`config.mk`:
```
export PLATFORM = sky130hd
export DESIGN_NAME = exponent_add_flat
export DESIGN_NICKNAME = d
export VERILOG_FILES = /design/src/rtl/exponent_add_if.sv /design/src/rtl/exponent_add.sv /design/src/flat_wrapper.sv
export SDC_FILE = /design/constraint.sdc
export NUM_CORES = 1
export LEC_CHECK = 0
export BUFFER_PORTS_ARGS = -buffer_cell sky130_fd_sc_hd__buf_4
export CAP_MARGIN = 20
export CORE_UTILIZATION = 40
export CTS_BUF_LIST = sky130_fd_sc_hd__clkbuf_16
export DETAILED_ROUTE_END_ITERATION = 7
export HOLD_SLACK_MARGIN = 0.03
export RECOVER_POWER = 50
export SYNTH_ARGS = -nofsm -noshare
export SYNTH_HDL_FRONTEND = slang
export SYNTH_SLANG_ARGS = --single-unit
```
`constraint.sdc`:
```
create_clock -name CLK -period 2.4 [get_ports CLK]
set_input_delay 0.24 -clock CLK [delete_from_list [all_inputs] [get_ports CLK]]
set_output_delay 0.24 -clock CLK [all_outputs]
set_load 0.005 [all_outputs]
```
`src/rtl/exponent_add_if.sv`:
```
// -----------------------------------------------------------------------------
// exponent_add_if
// Bundles the operand/result signals of the exponent_add pipeline.
//   master : the producer/consumer around the block (drives in_valid, stall,
//            A, B; observes the result fields)
//   slave  : the exponent_add block itself
// Signals:
//   in_valid  operand pair on A/B is valid this cycle
//   stall     downstream hold, freezes the whole pipeline
//   A, B      IEEE-754 single-precision operands
//   out_valid result fields valid
//   Ez_add    10-bit two's-complement biased exponent sum Ea+Eb-BIAS
//   Sz        result sign
//   Ma, Mb    24-bit mantissas with hidden bit
//   is_zero, is_inf, is_nan  special-result flags
// -----------------------------------------------------------------------------
interface exponent_add_if;
    logic        in_valid;
    logic        stall;
    logic [31:0] A;
    logic [31:0] B;
    logic        out_valid;
    logic [9:0]  Ez_add;
    logic        Sz;
    logic [23:0] Ma;
    logic [23:0] Mb;
    logic        is_zero;
    logic        is_inf;
    logic        is_nan;

    modport master (
        output in_valid, stall, A, B,
        input  out_valid, Ez_add, Sz, Ma, Mb, is_zero, is_inf, is_nan
    );

    modport slave (
        input  in_valid, stall, A, B,
        output out_valid, Ez_add, Sz, Ma, Mb, is_zero, is_inf, is_nan
    );
endinterface

```
`src/rtl/exponent_add.sv`:
```
// -----------------------------------------------------------------------------
// exponent_add
// Two-stage pipeline that prepares the exponent/sign/mantissa fields for a
// single-precision multiply. Stage 1 registers the operand fields and a
// per-operand class (zero/denormal, inf, NaN, normal). Stage 2 decodes the
// special result, computes Ea+Eb-BIAS in 10-bit two's complement and emits
// mantissas with the hidden bit. A stall holds every register.
// Ports:
//   CLK   clock, rising edge
//   RST   asynchronous active-low reset, clears all registers
//   bus   exponent_add_if.slave (operands in, result fields out)
// Parameters:
//   BIAS  exponent bias subtracted from the exponent sum (default 127)
// -----------------------------------------------------------------------------
module exponent_add #(
    parameter int BIAS = 127
) (
    input  logic CLK,
    input  logic RST,
    exponent_add_if.slave bus
);

    localparam logic [9:0] BIAS_W = 10'(BIAS);

    // Operand class encoding: {nan, inf, zero}; all clear means normal.
    localparam logic [2:0] CLS_NORMAL = 3'b000;
    localparam logic [2:0] CLS_ZERO   = 3'b001;
    localparam logic [2:0] CLS_INF    = 3'b010;
    localparam logic [2:0] CLS_NAN    = 3'b100;

    // Classify one operand; denormals share the zero class (flushed).
    function automatic logic [2:0] classify(input logic [7:0] exp_f, input logic [22:0] frac_f);
        logic [2:0] cls;
        if (exp_f == 8'h00) begin
            cls = CLS_ZERO;
        end else if (exp_f == 8'hFF) begin
            if (frac_f != 23'd0) begin
                cls = CLS_NAN;
            end else begin
                cls = CLS_INF;
            end
        end else begin
            cls = CLS_NORMAL;
        end
        return cls;
    endfunction

    // ---------------- stage 1 registers ----------------
    logic        s1_valid_q, s1_valid_d;
    logic        s1_sa_q,    s1_sa_d;
    logic        s1_sb_q,    s1_sb_d;
    logic [7:0]  s1_ea_q,    s1_ea_d;
    logic [7:0]  s1_eb_q,    s1_eb_d;
    logic [22:0] s1_fa_q,    s1_fa_d;
    logic [22:0] s1_fb_q,    s1_fb_d;
    logic [2:0]  s1_cls_a_q, s1_cls_a_d;
    logic [2:0]  s1_cls_b_q, s1_cls_b_d;

    // ---------------- stage 2 registers (block outputs) ----------------
    logic        s2_valid_q, s2_valid_d;
    logic        s2_sz_q,    s2_sz_d;
    logic [9:0]  s2_ez_q,    s2_ez_d;
    logic [23:0] s2_ma_q,    s2_ma_d;
    logic [23:0] s2_mb_q,    s2_mb_d;
    logic        s2_zero_q,  s2_zero_d;
    logic        s2_inf_q,   s2_inf_d;
    logic        s2_nan_q,   s2_nan_d;

    // ---------------- stage 2 decode ----------------
    logic        nan_s;
    logic        inf_s;
    logic        zero_s;
    logic        special_s;
    logic [9:0]  ez_sum_s;

    // Special-result priority decode and exponent sum from stage 1 fields.
    always_comb begin
        // inf x zero is undefined, so it joins the NaN case
        nan_s     = s1_cls_a_q[2] | s1_cls_b_q[2]
                  | (s1_cls_a_q[1] & s1_cls_b_q[0])
                  | (s1_cls_a_q[0] & s1_cls_b_q[1]);
        inf_s     = ~nan_s & (s1_cls_a_q[1] | s1_cls_b_q[1]);
        zero_s    = ~nan_s & ~inf_s & (s1_cls_a_q[0] | s1_cls_b_q[0]);
        special_s = nan_s | inf_s | zero_s;
        // 10 bits hold -125..381 without wrap for normal operands
        ez_sum_s  = {2'b00, s1_ea_q} + {2'b00, s1_eb_q} - BIAS_W;
    end

    // Next-state for both stages; a stall holds every register.
    always_comb begin
        s1_valid_d = s1_valid_q;
        s1_sa_d    = s1_sa_q;
        s1_sb_d    = s1_sb_q;
        s1_ea_d    = s1_ea_q;
        s1_eb_d    = s1_eb_q;
        s1_fa_d    = s1_fa_q;
        s1_fb_d    = s1_fb_q;
        s1_cls_a_d = s1_cls_a_q;
        s1_cls_b_d = s1_cls_b_q;
        s2_valid_d = s2_valid_q;
        s2_sz_d    = s2_sz_q;
        s2_ez_d    = s2_ez_q;
        s2_ma_d    = s2_ma_q;
        s2_mb_d    = s2_mb_q;
        s2_zero_d  = s2_zero_q;
        s2_inf_d   = s2_inf_q;
        s2_nan_d   = s2_nan_q;
        if (bus.stall) begin
            s1_valid_d = s1_valid_q;
            s2_valid_d = s2_valid_q;
        end else begin
            // Fields are captured every cycle so bubble data is deterministic.
            s1_valid_d = bus.in_valid;
            s1_sa_d    = bus.A[31];
            s1_sb_d    = bus.B[31];
            s1_ea_d    = bus.A[30:23];
            s1_eb_d    = bus.B[30:23];
            s1_fa_d    = bus.A[22:0];
            s1_fb_d    = bus.B[22:0];
            s1_cls_a_d = classify(bus.A[30:23], bus.A[22:0]);
            s1_cls_b_d = classify(bus.B[30:23], bus.B[22:0]);

            s2_valid_d = s1_valid_q;
            s2_sz_d    = s1_sa_q ^ s1_sb_q;
            s2_nan_d   = nan_s;
            s2_inf_d   = inf_s;
            s2_zero_d  = zero_s;
            if (special_s) begin
                // No special case leaves a meaningful exponent or mantissa.
                s2_ez_d = 10'd0;
                s2_ma_d = 24'd0;
                s2_mb_d = 24'd0;
            end else begin
                s2_ez_d = ez_sum_s;
                s2_ma_d = {1'b1, s1_fa_q};
                s2_mb_d = {1'b1, s1_fb_q};
            end
        end
    end

    // Pipeline registers with asynchronous clear.
    always_ff @(posedge CLK or negedge RST) begin
        if (!RST) begin
            s1_valid_q <= 1'b0;
            s1_sa_q    <= 1'b0;
            s1_sb_q    <= 1'b0;
            s1_ea_q    <= 8'd0;
            s1_eb_q    <= 8'd0;
            s1_fa_q    <= 23'd0;
            s1_fb_q    <= 23'd0;
            s1_cls_a_q <= 3'd0;
            s1_cls_b_q <= 3'd0;
            s2_valid_q <= 1'b0;
            s2_sz_q    <= 1'b0;
            s2_ez_q    <= 10'd0;
            s2_ma_q    <= 24'd0;
            s2_mb_q    <= 24'd0;
            s2_zero_q  <= 1'b0;
            s2_inf_q   <= 1'b0;
            s2_nan_q   <= 1'b0;
        end else begin
            s1_valid_q <= s1_valid_d;
            s1_sa_q    <= s1_sa_d;
            s1_sb_q    <= s1_sb_d;
            s1_ea_q    <= s1_ea_d;
            s1_eb_q    <= s1_eb_d;
            s1_fa_q    <= s1_fa_d;
            s1_fb_q    <= s1_fb_d;
            s1_cls_a_q <= s1_cls_a_d;
            s1_cls_b_q <= s1_cls_b_d;
            s2_valid_q <= s2_valid_d;
            s2_sz_q    <= s2_sz_d;
            s2_ez_q    <= s2_ez_d;
            s2_ma_q    <= s2_ma_d;
            s2_mb_q    <= s2_mb_d;
            s2_zero_q  <= s2_zero_d;
            s2_inf_q   <= s2_inf_d;
            s2_nan_q   <= s2_nan_d;
        end
    end

    assign bus.out_valid = s2_valid_q;
    assign bus.Sz        = s2_sz_q;
    assign bus.Ez_add    = s2_ez_q;
    assign bus.Ma        = s2_ma_q;
    assign bus.Mb        = s2_mb_q;
    assign bus.is_zero   = s2_zero_q;
    assign bus.is_inf    = s2_inf_q;
    assign bus.is_nan    = s2_nan_q;

endmodule

```
`src/flat_wrapper.sv`:
```
// flat-port wrapper written by rule: the top's interface ports become plain ports
module exponent_add_flat 
#(
    parameter int BIAS = 127
)
  (CLK, RST, bus_in_valid, bus_stall, bus_A, bus_B, bus_out_valid, bus_Ez_add, bus_Sz, bus_Ma, bus_Mb, bus_is_zero, bus_is_inf, bus_is_nan);
  exponent_add_if bus_i ();
  input  logic CLK;
  input  logic RST;
  input wire logic [$bits(bus_i.in_valid)-1:0] bus_in_valid;
  input wire logic [$bits(bus_i.stall)-1:0] bus_stall;
  input wire logic [$bits(bus_i.A)-1:0] bus_A;
  input wire logic [$bits(bus_i.B)-1:0] bus_B;
  output wire logic [$bits(bus_i.out_valid)-1:0] bus_out_valid;
  output wire logic [$bits(bus_i.Ez_add)-1:0] bus_Ez_add;
  output wire logic [$bits(bus_i.Sz)-1:0] bus_Sz;
  output wire logic [$bits(bus_i.Ma)-1:0] bus_Ma;
  output wire logic [$bits(bus_i.Mb)-1:0] bus_Mb;
  output wire logic [$bits(bus_i.is_zero)-1:0] bus_is_zero;
  output wire logic [$bits(bus_i.is_inf)-1:0] bus_is_inf;
  output wire logic [$bits(bus_i.is_nan)-1:0] bus_is_nan;
  assign bus_i.in_valid = bus_in_valid;
  assign bus_i.stall = bus_stall;
  assign bus_i.A = bus_A;
  assign bus_i.B = bus_B;
  assign bus_out_valid = bus_i.out_valid;
  assign bus_Ez_add = bus_i.Ez_add;
  assign bus_Sz = bus_i.Sz;
  assign bus_Ma = bus_i.Ma;
  assign bus_Mb = bus_i.Mb;
  assign bus_is_zero = bus_i.is_zero;
  assign bus_is_inf = bus_i.is_inf;
  assign bus_is_nan = bus_i.is_nan;
  exponent_add #(.BIAS(BIAS)) u_core (.CLK(CLK), .RST(RST), .bus(bus_i));
endmodule
```
; ---- Yosys cells after proc, flatten, opt, wreduce, memory -nomap -nowiden
; Cells that the tools add are included.
[totals]
latch_bits = 0
rom_bits = 0
in_bits = 68
n_memories = 0
ram_bits = 0
reg_bits = 134
[classes]
muxes = 9
shift = 0
n_eq_ne = 2
multipliers = 0
reduce_logical = 4
n_addsub = 2
n_bitwise = 15
div = 0
order_cmp = 0
[ops]
columns = op, count
row1 = 2-to-1 mux 24 bit, 2
row2 = nonzero test 23 bit, 2
row3 = 2-to-1 mux 3 bit, 6
row4 = == test 8 bit (second input constant), 2
row5 = logical NOT 8 bit, 2
row6 = 2-to-1 mux 10 bit, 1
row7 = subtractor 10 x 7 -> 10 bit (second input constant), 1
row8 = adder 8 x 8 -> 9 bit, 1
row9 = OR 1 bit, 7
row10 = AND 1 bit, 5
row11 = inverter 1 bit, 2
row12 = bitwise XOR 1 bit, 1

; ---- Longest topological paths before layout
; Gate-level depths: netlist of the first run.
[depth]
ltp_word = 10
mapped_depth = 10
depth_no_buf = 10

; ---- Worst setup path before layout of the first run
; OpenSTA, ideal clock, no wires.
[synth_timing]
path_type = flip-flop to flip-flop
startpoint = register u_core.s1_eb_q[0]
endpoint = register u_core.s2_ez_q[8], in the netlist u_core.bus.Ez_add[8]
t_arrival_ns = 2.266
setup_slack_ns = 0.012
stages_incl_launch_ff = 11
cell_sequence = dfrtp_1 ha_1 inv_1 fa_1 nor2b_1 o211ai_2 mux2i_1 or4_4 a31oi_1 xor2_1 o21ai_1
[synth_between]
elab_chain_len = 3
[synth_rtl]
columns = item, line
row1 = from (decl), exponent_add.sv:53  ; logic [7:0] s1_eb_q, s1_eb_d;
row2 = from (signal assigned), exponent_add.sv:148  ; s1_eb_q <= 8'd0;
row3 = from (signal assigned), exponent_add.sv:166  ; s1_eb_q <= s1_eb_d;
row4 = adder 8 x 8 -> 9 bit, exponent_add.sv:86  ; ez_sum_s = {2'b00, s1_ea_q} + {2'b00, s1_eb_q} - BIAS_W;
row5 = subtractor 10 x 7 -> 10 bit, exponent_add.sv:86
row6 = 2-to-1 mux 10 bit, exponent_add.sv:128  ; if (special_s) begin
row7 = to (signal assigned), exponent_add.sv:173  ; s2_ez_q <= s2_ez_d;
row8 = to (decl), exponent_add.sv:62  ; logic [9:0] s2_ez_q, s2_ez_d;
; Every way passes these cells.
; A chain may end at the register's enable or synchronous reset.

; ---- Final worst setup path of the first run
[layout_timing]
startpoint = register u_core.s1_ea_q[0]
endpoint = register u_core.s2_ez_q[9], in the netlist u_core.bus.Ez_add[9]
[layout_between]
elab_chain_len = 3
[layout_rtl]
columns = item, line
row1 = from (decl), exponent_add.sv:52  ; logic [7:0] s1_ea_q, s1_ea_d;
row2 = from (signal assigned), exponent_add.sv:147  ; s1_ea_q <= 8'd0;
row3 = from (signal assigned), exponent_add.sv:165  ; s1_ea_q <= s1_ea_d;
row4 = adder 8 x 8 -> 9 bit, exponent_add.sv:86
row5 = subtractor 10 x 7 -> 10 bit, exponent_add.sv:86
row6 = 2-to-1 mux 10 bit, exponent_add.sv:128
; Every way passes these cells.

==> results.toml, run 1 <==
[drt]
vias = 3945
wl_per_cell_um = 16.4
route.detailed.drc = 0
ant_nets = 0
drt_wl_total_mm = 12.4
viasPerCell = 5.24
first_pass_iters = 4
first_iter_violations = 181

[run_status]
status = "complete, but fails checks"
violations = "max-capacitance violations, negative setup slack"

[cts]
cts_sinks = 133
clock-root-buffer = "clkbuf_16"
clkLatencyLatePin_ns = 0.41
cts_buffers = 17
cts.clk_slew.worst_paths_ns = 0.05
clockBufferDepth = 2
cts_tree = "done"
htree_levels = 4

[placement]
dpl.cell_count = 719
numPortBuffers = 130
gp_congestion = 0.761
place_hpwl_mm = 8.50

[timing]
tightestPinTransition_ns = 1.49
skew_ns = 0.00371
rsz0062_at_grt = "true"
finalCriticalPeriod_ns = 2.41
final-setup-viol-count = 1
setup_ws_ns = -0.00832
clock.fmax_ghz = 0.415
fin_crit_sh_pct = 100
hold_viol = 0
slew_viol_final = 0
tns_ns = -0.00832
relSlewSlack_pct = 0.876

[finish]
instances_no_fill = 753
nets = 643
area.growth.synth_to_final_pct = 33.8
layout-drive-gt1-share_pct = 43.8
num_antenna_cells = 0
fillers = 1101

[worst_setup_path]
required_ns = 2.69
cpLargestDelayFamily = "compound AO/OA/AOI/OAI gates"
cp-end-kind = "register"
critPathArrivalTime_ns = 2.70
slowest_stage = "fa_2"
worstPathMaxFanout = 6
slowest_delay_ns = 0.36
cp_num_buf_inv = 1
start_kind = "register"
crit_type = "reg -> reg"
crit_chain = "ha_2 -> inv_2 -> fa_2 -> or2b_4 -> a21oi_4 -> a31oi_1 -> a32oi_4 -> a31oi_2 -> a32o_1"

[global_route]
antenna_found_initial = 0
grtUsageTotal_pct = 17.8
grt_max_degree = 128
grt_pass1_wl_mm = 19.8
grt_overflow_total = 0
grt_pass1_vias = 3953

[die]
die_area_um2 = 14400
start_util_pct = 41.6
coreArea_um2 = 13400
die_y_um = 120
die_w_um = 120
rows = 42
num_io_pins = 131

[synthesis]
yosysSeqAreaShare_pct = 59.8
synth_edf_count = 0
ys.flop_type = "dfrtp_1"
async_flop_share_pct = 100
avgSynthCellArea_um2 = 13.1
ys_seq_elements = 133
netlist_instances = 425
synth_top_area_cell = "dfrtp_1"
synth.distinct_cells = 45
synth.area.top_cells = "dfrtp_1 60%, mux2_2 13%, a22o_1 7.7%"
ys_warn_count = 0
syn-num-nets = 503
synth.cell_area_um2 = 5570
yosys.area.top_type_share_pct = 59.8

[power_and_ir_drop]
cellPowerDensity_nw_per_um2 = 866
total_power_mw = 6.45
p_leak_nw = 3.42
irDropWorstVdd_mv = 0.419

[hold_path]
worstHoldPathType = "in -> reg"

[run]
cap_violations = 1
-- sequential cells by signal, indices dropped and copies added (netlist names), 3 cells and up --
name,flops
u_core.s1_cls_a_q,3
u_core.bus.Ez_add,10
u_core.s1_ea_q,8
u_core.s1_fa_q,23
u_core.bus.Ma,23
u_core.bus.Mb,24
u_core.s1_cls_b_q,3
u_core.s1_eb_q,8
u_core.s1_fb_q,23
-- final cells by class --
class                   instances  area, um2  share of cell area [%]
clock buffers                  17        425                    5.71
clock inverters                14        145                    1.95
inverters                       8       30.0                   0.403
multi-input cells             261       2200                    29.5
flip-flops and latches        133       3330                    44.7
well taps                     176        220                    2.95
repair buffers                144       1100                    14.8
-- metal layers --
layer	up-vias	track usage (%)	part of all wire [%]	routed length, um
li1	1861	-	-	-
met1	1974	23.3	46	5670
met2	103	28.1	47	5840
met3	7	6.18	6.2	771
met4	0	4.69	0.67	83
met5	-	0	0	0
-- cells by family after synthesis --
group	Yosys count	synth area share, %
flip-flops	133	59.8
multiplexers	66	13.3
XOR/XNOR	11	1.73
AND/OR/NAND/NOR	86	8.09
buffers and inverters	31	2.36
adder cells (fa/ha/maj)	10	2.38
AO/OA/AOI/OAI	88	12.4
-- power by group --
part | leakage, nW | internal (mW) | switching (mW)
Sequential | 1.60 | 2.52 | 0.163
Combinational | 1.53 | 0.708 | 0.560
Clock | 0.279 | 1.60 | 0.901
Total | 3.42 | 4.83 | 1.62
-- worst paths after layout --
path                                   start                    to  slack [ns]  cells after the start
max                        u_core.s1_ea_q[0]  u_core.bus.Ez_add[9]      -0.008                      9
min in group asynchronous                RST     u_core.s1_fa_q[2]        0.74                      2
min                             bus_in_valid     u_core.s1_valid_q        0.07                      2
min reg2reg                u_core.s1_fa_q[0]      u_core.bus.Ma[0]        0.48                      1
max reg2reg                u_core.s1_ea_q[0]  u_core.bus.Ez_add[9]      -0.008                      9
max in group asynchronous                RST      u_core.bus.Mb[4]        0.34                      3
-- layout by cell type (no fill, tap or decap), types with 7 or more instances in the layout --
| cell | instances |
|---|---|
| buf_4 | 139 |
| dfrtp_1 | 133 |
| mux2_2 | 64 |
| a22o_1 | 49 |
| nand2_1 | 30 |
| clkbuf_16 | 17 |
| nor4_1 | 15 |
| o21ai_0 | 14 |
| nor2_1 | 9 |
| inv_1 | 8 |
| ha_1 | 7 |
-- what timing repair did --
item,4_1_cts,5_1_grt
setup endpoints to repair,5,5
hold buffers,1,0
buffers inserted,1,1
resized for setup,4,15
endpoints found under the hold margin,59,0
pin swaps,2,6
-- cells in the mapped netlist, types with 5 or more instances --
cell / n
clkbuf_1: 15
nand2b_1: 5
xnor2_1: 7
nand2_1: 30
dfrtp_1: 133
nand3_1: 5
a22o_1: 49
nor3_1: 5
ha_1: 9
inv_1: 7
o21ai_0: 16
nor4_1: 15
buf_2: 5
nor2_1: 10
mux2_2: 64
-- through the flow --
stage / hold WS, ns / area [um2] / setup slack (ns) / util (%)
2_1_floorplan: -0.0556 / 5570 / 0.0117 / -
3_3_place_gp: 0.253 / 6790 / -0.0554 / 50.7
3_5_place_dp: 0.258 / 6790 / -0.123 / 50.7
4_1_cts: 0.0514 / 7400 / -0.0122 / 55.2
5_1_grt: 0.0615 / 7450 / -0.124 / 55.6
6_report: 0.0661 / 7450 / -0.00832 / 55.6
(Power assumes the default switching activity.)
==> run 2, diff against run 1 <==
- TNS_END_PERCENT: not set -> 5
==> run 2 against run 1 <==
Against the previous run:
- largest cell class unchanged
- routed wire length hardly changed
- combinational power hardly changed
- first-iteration DRC count is 7.2% higher
- highest routed layer unchanged
- the run still ends with max-capacitance violations, negative setup slack left
- fmax is 0.62% lower
- utilization stayed put
- die area stayed put
==> results.toml, run 2 (synthesis results as in run 1) <==
[timing]
hold_viol = 0
setup_ws_ns = -0.0234
tightestPinTransition_ns = 1.49
holdWs_ns = 0.0663
fin_crit_sh_pct = 101
skew_ns = 0.00421
finalCriticalPeriod_ns = 2.42
final-setup-viol-count = 1
clock.fmax_ghz = 0.413
rsz0062_at_grt = "true"
relSlewSlack_pct = 0.727
slew_viol_final = 0

[die]
die_w_um = 120
die_y_um = 120
coreArea_um2 = 13400
rows = 42
start_util_pct = 41.6
num_io_pins = 131
die_area_um2 = 14400

[cts]
clock-root-buffer = "clkbuf_16"
cts_sinks = 133
clockBufferDepth = 2
cts_tree = "done"
clkLatencyLatePin_ns = 0.41
htree_levels = 4
cts.clk_slew.worst_paths_ns = 0.05
cts_buffers = 17

[worst_setup_path]
cpLargestDelayFamily = "compound AO/OA/AOI/OAI gates"
slowest_delay_ns = 0.51
cp_num_buf_inv = 1
crit_chain = "ha_2 -> inv_1 -> fa_2 -> or2b_4 -> a21oi_4 -> or4_4 -> a32oi_4 -> a31oi_2 -> a32o_1"
cp-end-kind = "register"
worstPathMaxFanout = 6
slowest_stage = "or4_4"
crit_type = "reg -> reg"
required_ns = 2.69
critPathArrivalTime_ns = 2.72
start_kind = "register"

[drt]
drt_wl_total_mm = 12.4
route.detailed.drc = 0
first_iter_violations = 194
vias = 3953
viasPerCell = 5.25
ant_nets = 0
first_pass_iters = 4
wl_per_cell_um = 16.4

[power_and_ir_drop]
total_power_mw = 6.45
p_leak_nw = 3.42
cellPowerDensity_nw_per_um2 = 865
irDropWorstVdd_mv = 0.419

[placement]
place_hpwl_mm = 8.50
placed_area_um2 = 6790
gp_congestion = 0.761
numPortBuffers = 130
dp_slack_ns = -0.123

[run_status]
violations = "max-capacitance violations, negative setup slack"
status = "complete, but fails checks"

[finish]
area.growth.synth_to_final_pct = 33.8
layout-drive-gt1-share_pct = 43.7
stdcell_area_um2 = 7450
largest_register_ffs = 24
final_common_cell = "buf_4"
final_cell_mix = "139 x buf_4, 133 x dfrtp_1, 64 x mux2_2"
num_antenna_cells = 0
post-route-util_pct = 55.6
nets = 643

[global_route]
antenna_found_initial = 0
grt_pass1_vias = 3953
grt_overflow_total = 0
grt_pass1_wl_mm = 19.8
grtUsageTotal_pct = 17.8
grt_max_degree = 128

[run]
cap_violations = 1

[hold_path]
worstHoldPathType = "in -> reg"
## run 2: stage by stage
| step | instances | TNS (ns) |
|---|---|---|
| 5_1_grt | 753 | -2.22 |
| 3_5_place_dp | 719 | -0.448 |
| 2_1_floorplan | 425 | 0 |
| 4_1_cts | 752 | -0.0258 |
| 3_3_place_gp | 719 | -0.0980 |
| 6_report | 753 | -0.0234 |
## run 2: routing by layer
layer  part of all wire (%)  track usage [%]
met5                      0                0
met4                   0.66             4.69
met3                    6.3             6.18
met2                     47             28.1
met1                     46             23.3
## run 2: path summary, 6_finish.rpt
path	startpoint	end	slack, ns	cells after the start
worst max-delay path	u_core.s1_ea_q[0]	u_core.bus.Ez_add[9]	-0.02	9
worst min-delay path	bus_in_valid	u_core.s1_valid_q	0.07	2
worst max register to register	u_core.s1_ea_q[0]	u_core.bus.Ez_add[9]	-0.02	9
worst min register to register	u_core.s1_fa_q[0]	u_core.bus.Ma[0]	0.48	1
max in group asynchronous	RST	u_core.bus.Mb[4]	0.33	3
min in group asynchronous	RST	u_core.s1_fa_q[2]	0.74	2
## run 2: power breakdown
part           switching, mW  total [mW]  internal (mW)
sequential             0.163        2.69           2.52
combinational          0.559        1.27          0.708
clock                  0.899        2.50           1.60
total                   1.62        6.45           4.83
## run 2: cell type report
type	instances	area, um2
tap	176	220
sequential	133	3330
multi-input combinational	261	2200
clock buffer	17	425
timing repair buffer	144	1100
fill	1101	5950
clock inverter	14	145
inverter	8	30.0
## run 2: repair_timing
action / CTS / global route
hold endpoints to repair: 59 / 0
hold buffers: 1 / 0
resized for setup: 4 / 14
buffers inserted: 1 / 1
pin swaps: 2 / 6
endpoints found under the setup margin: 5 / 5
## run 2: worst register-to-register path: stages (launching register included)
cell and delay, ns:
dfrtp_1 0.38, ha_2 0.19, inv_1 0.07, fa_2 0.22, or2b_4 0.14, a21oi_4 0.08
or4_4 0.51, a32oi_4 0.32, a31oi_2 0.13, a32o_1 0.27
==> run 3, diff against run 2 <==
- PLACE_DENSITY: not set -> 0.7
==> run 3 against run 2 <==
Against the previous run:
- the run ends with negative setup slack left
- global-route usage up 0.42 points
- clock skew grew 0.0045 ns
- combinational power is essentially flat
- utilization down 0.49 points
- power fell by 3.7%
- critical path depth down 2
- critical path type unchanged
- critical endpoint unchanged
- largest cell class unchanged
==> results.toml, run 3 (synthesis results as in run 1) <==
[run_status]
status = "complete, but fails checks"
violations = "negative setup slack"

[finish]
largest_register_ffs = 24
fillers = 1141
final_common_cell = "buf_4"
final_cell_mix = "137 x buf_4, 133 x dfrtp_1, 64 x mux2_2"
post-route-util_pct = 55.1
layout-drive-gt1-share_pct = 44.2
num_antenna_cells = 0
instances_no_fill = 751
nets = 642
area.growth.synth_to_final_pct = 32.7

[power_and_ir_drop]
irDropWorstVdd_mv = 0.483
power_frac_clock_pct = 36.2
p_seq_share_pct = 43.2
p_leak_nw = 3.40
cellInternalPower_mw = 4.60
comb_power_share_pct = 20.5
p_switching_mw = 1.61
cellPowerDensity_nw_per_um2 = 840
p_sw_share_pct = 26.0

[timing]
fin_crit_sh_pct = 102
tightestPinTransition_ns = 1.09
relSlewSlack_pct = 27.2
slew_viol_final = 0
finalCriticalPeriod_ns = 2.45
skew_ns = 0.00868
clock.fmax_ghz = 0.408
tns_ns = -0.0860
final-setup-viol-count = 4
hold_viol = 0
setup_ws_ns = -0.0517
rsz0062_at_grt = "true"

[drt]
wl_per_cell_um = 16.6
vias = 3912
first_pass_iters = 5
viasPerCell = 5.21
route.detailed.drc = 0
first_iter_violations = 205
ant_nets = 0
drt_wl_total_mm = 12.4

[worst_setup_path]
critPathArrivalTime_ns = 2.75
startpoint = "u_core.s1_eb_q[1]"
required_ns = 2.69
cp-end-kind = "register"
start_kind = "register"
crit_type = "reg -> reg"
r2r_start = "u_core.s1_eb_q[1]"
worstPathMaxFanout = 8

[cts]
cts_buffers = 17
htree_levels = 4
cts_sinks = 133
clockBufferDepth = 2
cts_tree = "done"
clock-root-buffer = "clkbuf_16"
cts.clk_slew.worst_paths_ns = 0.06
clkLatencyLatePin_ns = 0.41

[placement]
gp_congestion = 0.781
place_hpwl_mm = 8.57
numPortBuffers = 130
dpl.cell_count = 720

[die]
coreArea_um2 = 13400
die_y_um = 120
rows = 42
start_util_pct = 41.6
die_area_um2 = 14400
num_io_pins = 131
die_w_um = 120

[hold_path]
worstHoldPathType = "in -> reg"
hold_start = "bus_in_valid"

[global_route]
grt_overflow_total = 0
antenna_found_initial = 0
grt_max_degree = 139
grt_pass1_wl_mm = 20.2
grtUsageTotal_pct = 18.2
grt_pass1_vias = 4004

[run]
cap_violations = 0
==> run 3: changes by cell type in the layout (fill, tap and decap cells not counted), sizes merged <==
cell / before / now
bufinv: 3 / 1
inv: 10 / 14
clkinv: 7 / 5
clkbuf: 19 / 21
buf: 141 / 138
clkinvlp: 2 / 1
==> run 3: power by group through the flow <==
stage | combinational (mW) | sequential [mW] | clock (mW)
after floorplan | 0.607 | 2.70 | 0
after global placement | 1.16 | 2.71 | 0
after detailed placement | 1.20 | 2.72 | 0
after CTS | 1.23 | 2.69 | 2.31
after global routing | 1.39 | 2.72 | 2.41
final | 1.27 | 2.69 | 2.25
==> run 3: layer usage <==
layer  vias up  share of wire [%]  routed length [um]  GRT usage [%]
met5         -                  0                   0              0
met4         0                1.7                 206           6.88
met3        17                4.7                 583           5.75
met2        93                 50                6190           29.3
met1      1949                 44                5460           22.9
li1       1853                  -                   -              -
==> run 3: final timing paths <==
path                                         to  slack (ns)  depth (start not counted)
setup / recovery           u_core.bus.Ez_add[9]       -0.05                          7
min in group asynchronous  u_core.bus.out_valid        0.57                          2
hold / removal                u_core.s1_valid_q        0.06                          2
setup reg to reg           u_core.bus.Ez_add[9]       -0.05                          7
max in group asynchronous     u_core.bus.Ma[13]        0.52                          3
hold reg to reg                u_core.bus.Mb[8]        0.48                          1
==> run 3: worst max-delay path, cell delays in order (launching register included) <==
cell      delay [ns]
dfrtp_1         0.40
ha_1            0.33
a211oi_2        0.27
nor2_2          0.13
or4_4           0.45
a32oi_4         0.33
a31oi_2         0.14
a32o_1          0.28
==> run 3: final cells by class <==
| cell class | instances | area (um2) | share of cell area (%) |
|---|---|---|---|
| clock buffer | 17 | 425 | 5.76 |
| clock inverter | 13 | 81.3 | 1.10 |
| inverter | 8 | 30.0 | 0.406 |
| multi-input combinational | 261 | 2220 | 30.1 |
| sequential | 133 | 3330 | 45.0 |
| tap | 176 | 220 | 2.98 |
| timing repair buffer | 143 | 1080 | 14.6 |
==> run 3: through the flow <==
step	total power, mW	area [um2]	setup slack (ns)	hold WS [ns]
2_1_floorplan	3.31	5570	0.0117	-0.0556
3_3_place_gp	3.87	6800	-0.0242	0.276
3_5_place_dp	3.92	6800	-0.110	0.286
4_1_cts	6.22	7350	-0.0138	0.0450
5_1_grt	6.52	7390	-0.156	0.0445
6_report	6.21	7390	-0.0517	0.0646
==> run 3: timing repair <==
action                     in CTS  in global routing
hold buffers                    1                  0
gates resized for setup         7                 17
setup endpoints to repair       5                  5
pin swaps                       0                  4
hold endpoints to repair       43                  0
buffers inserted                0                  0
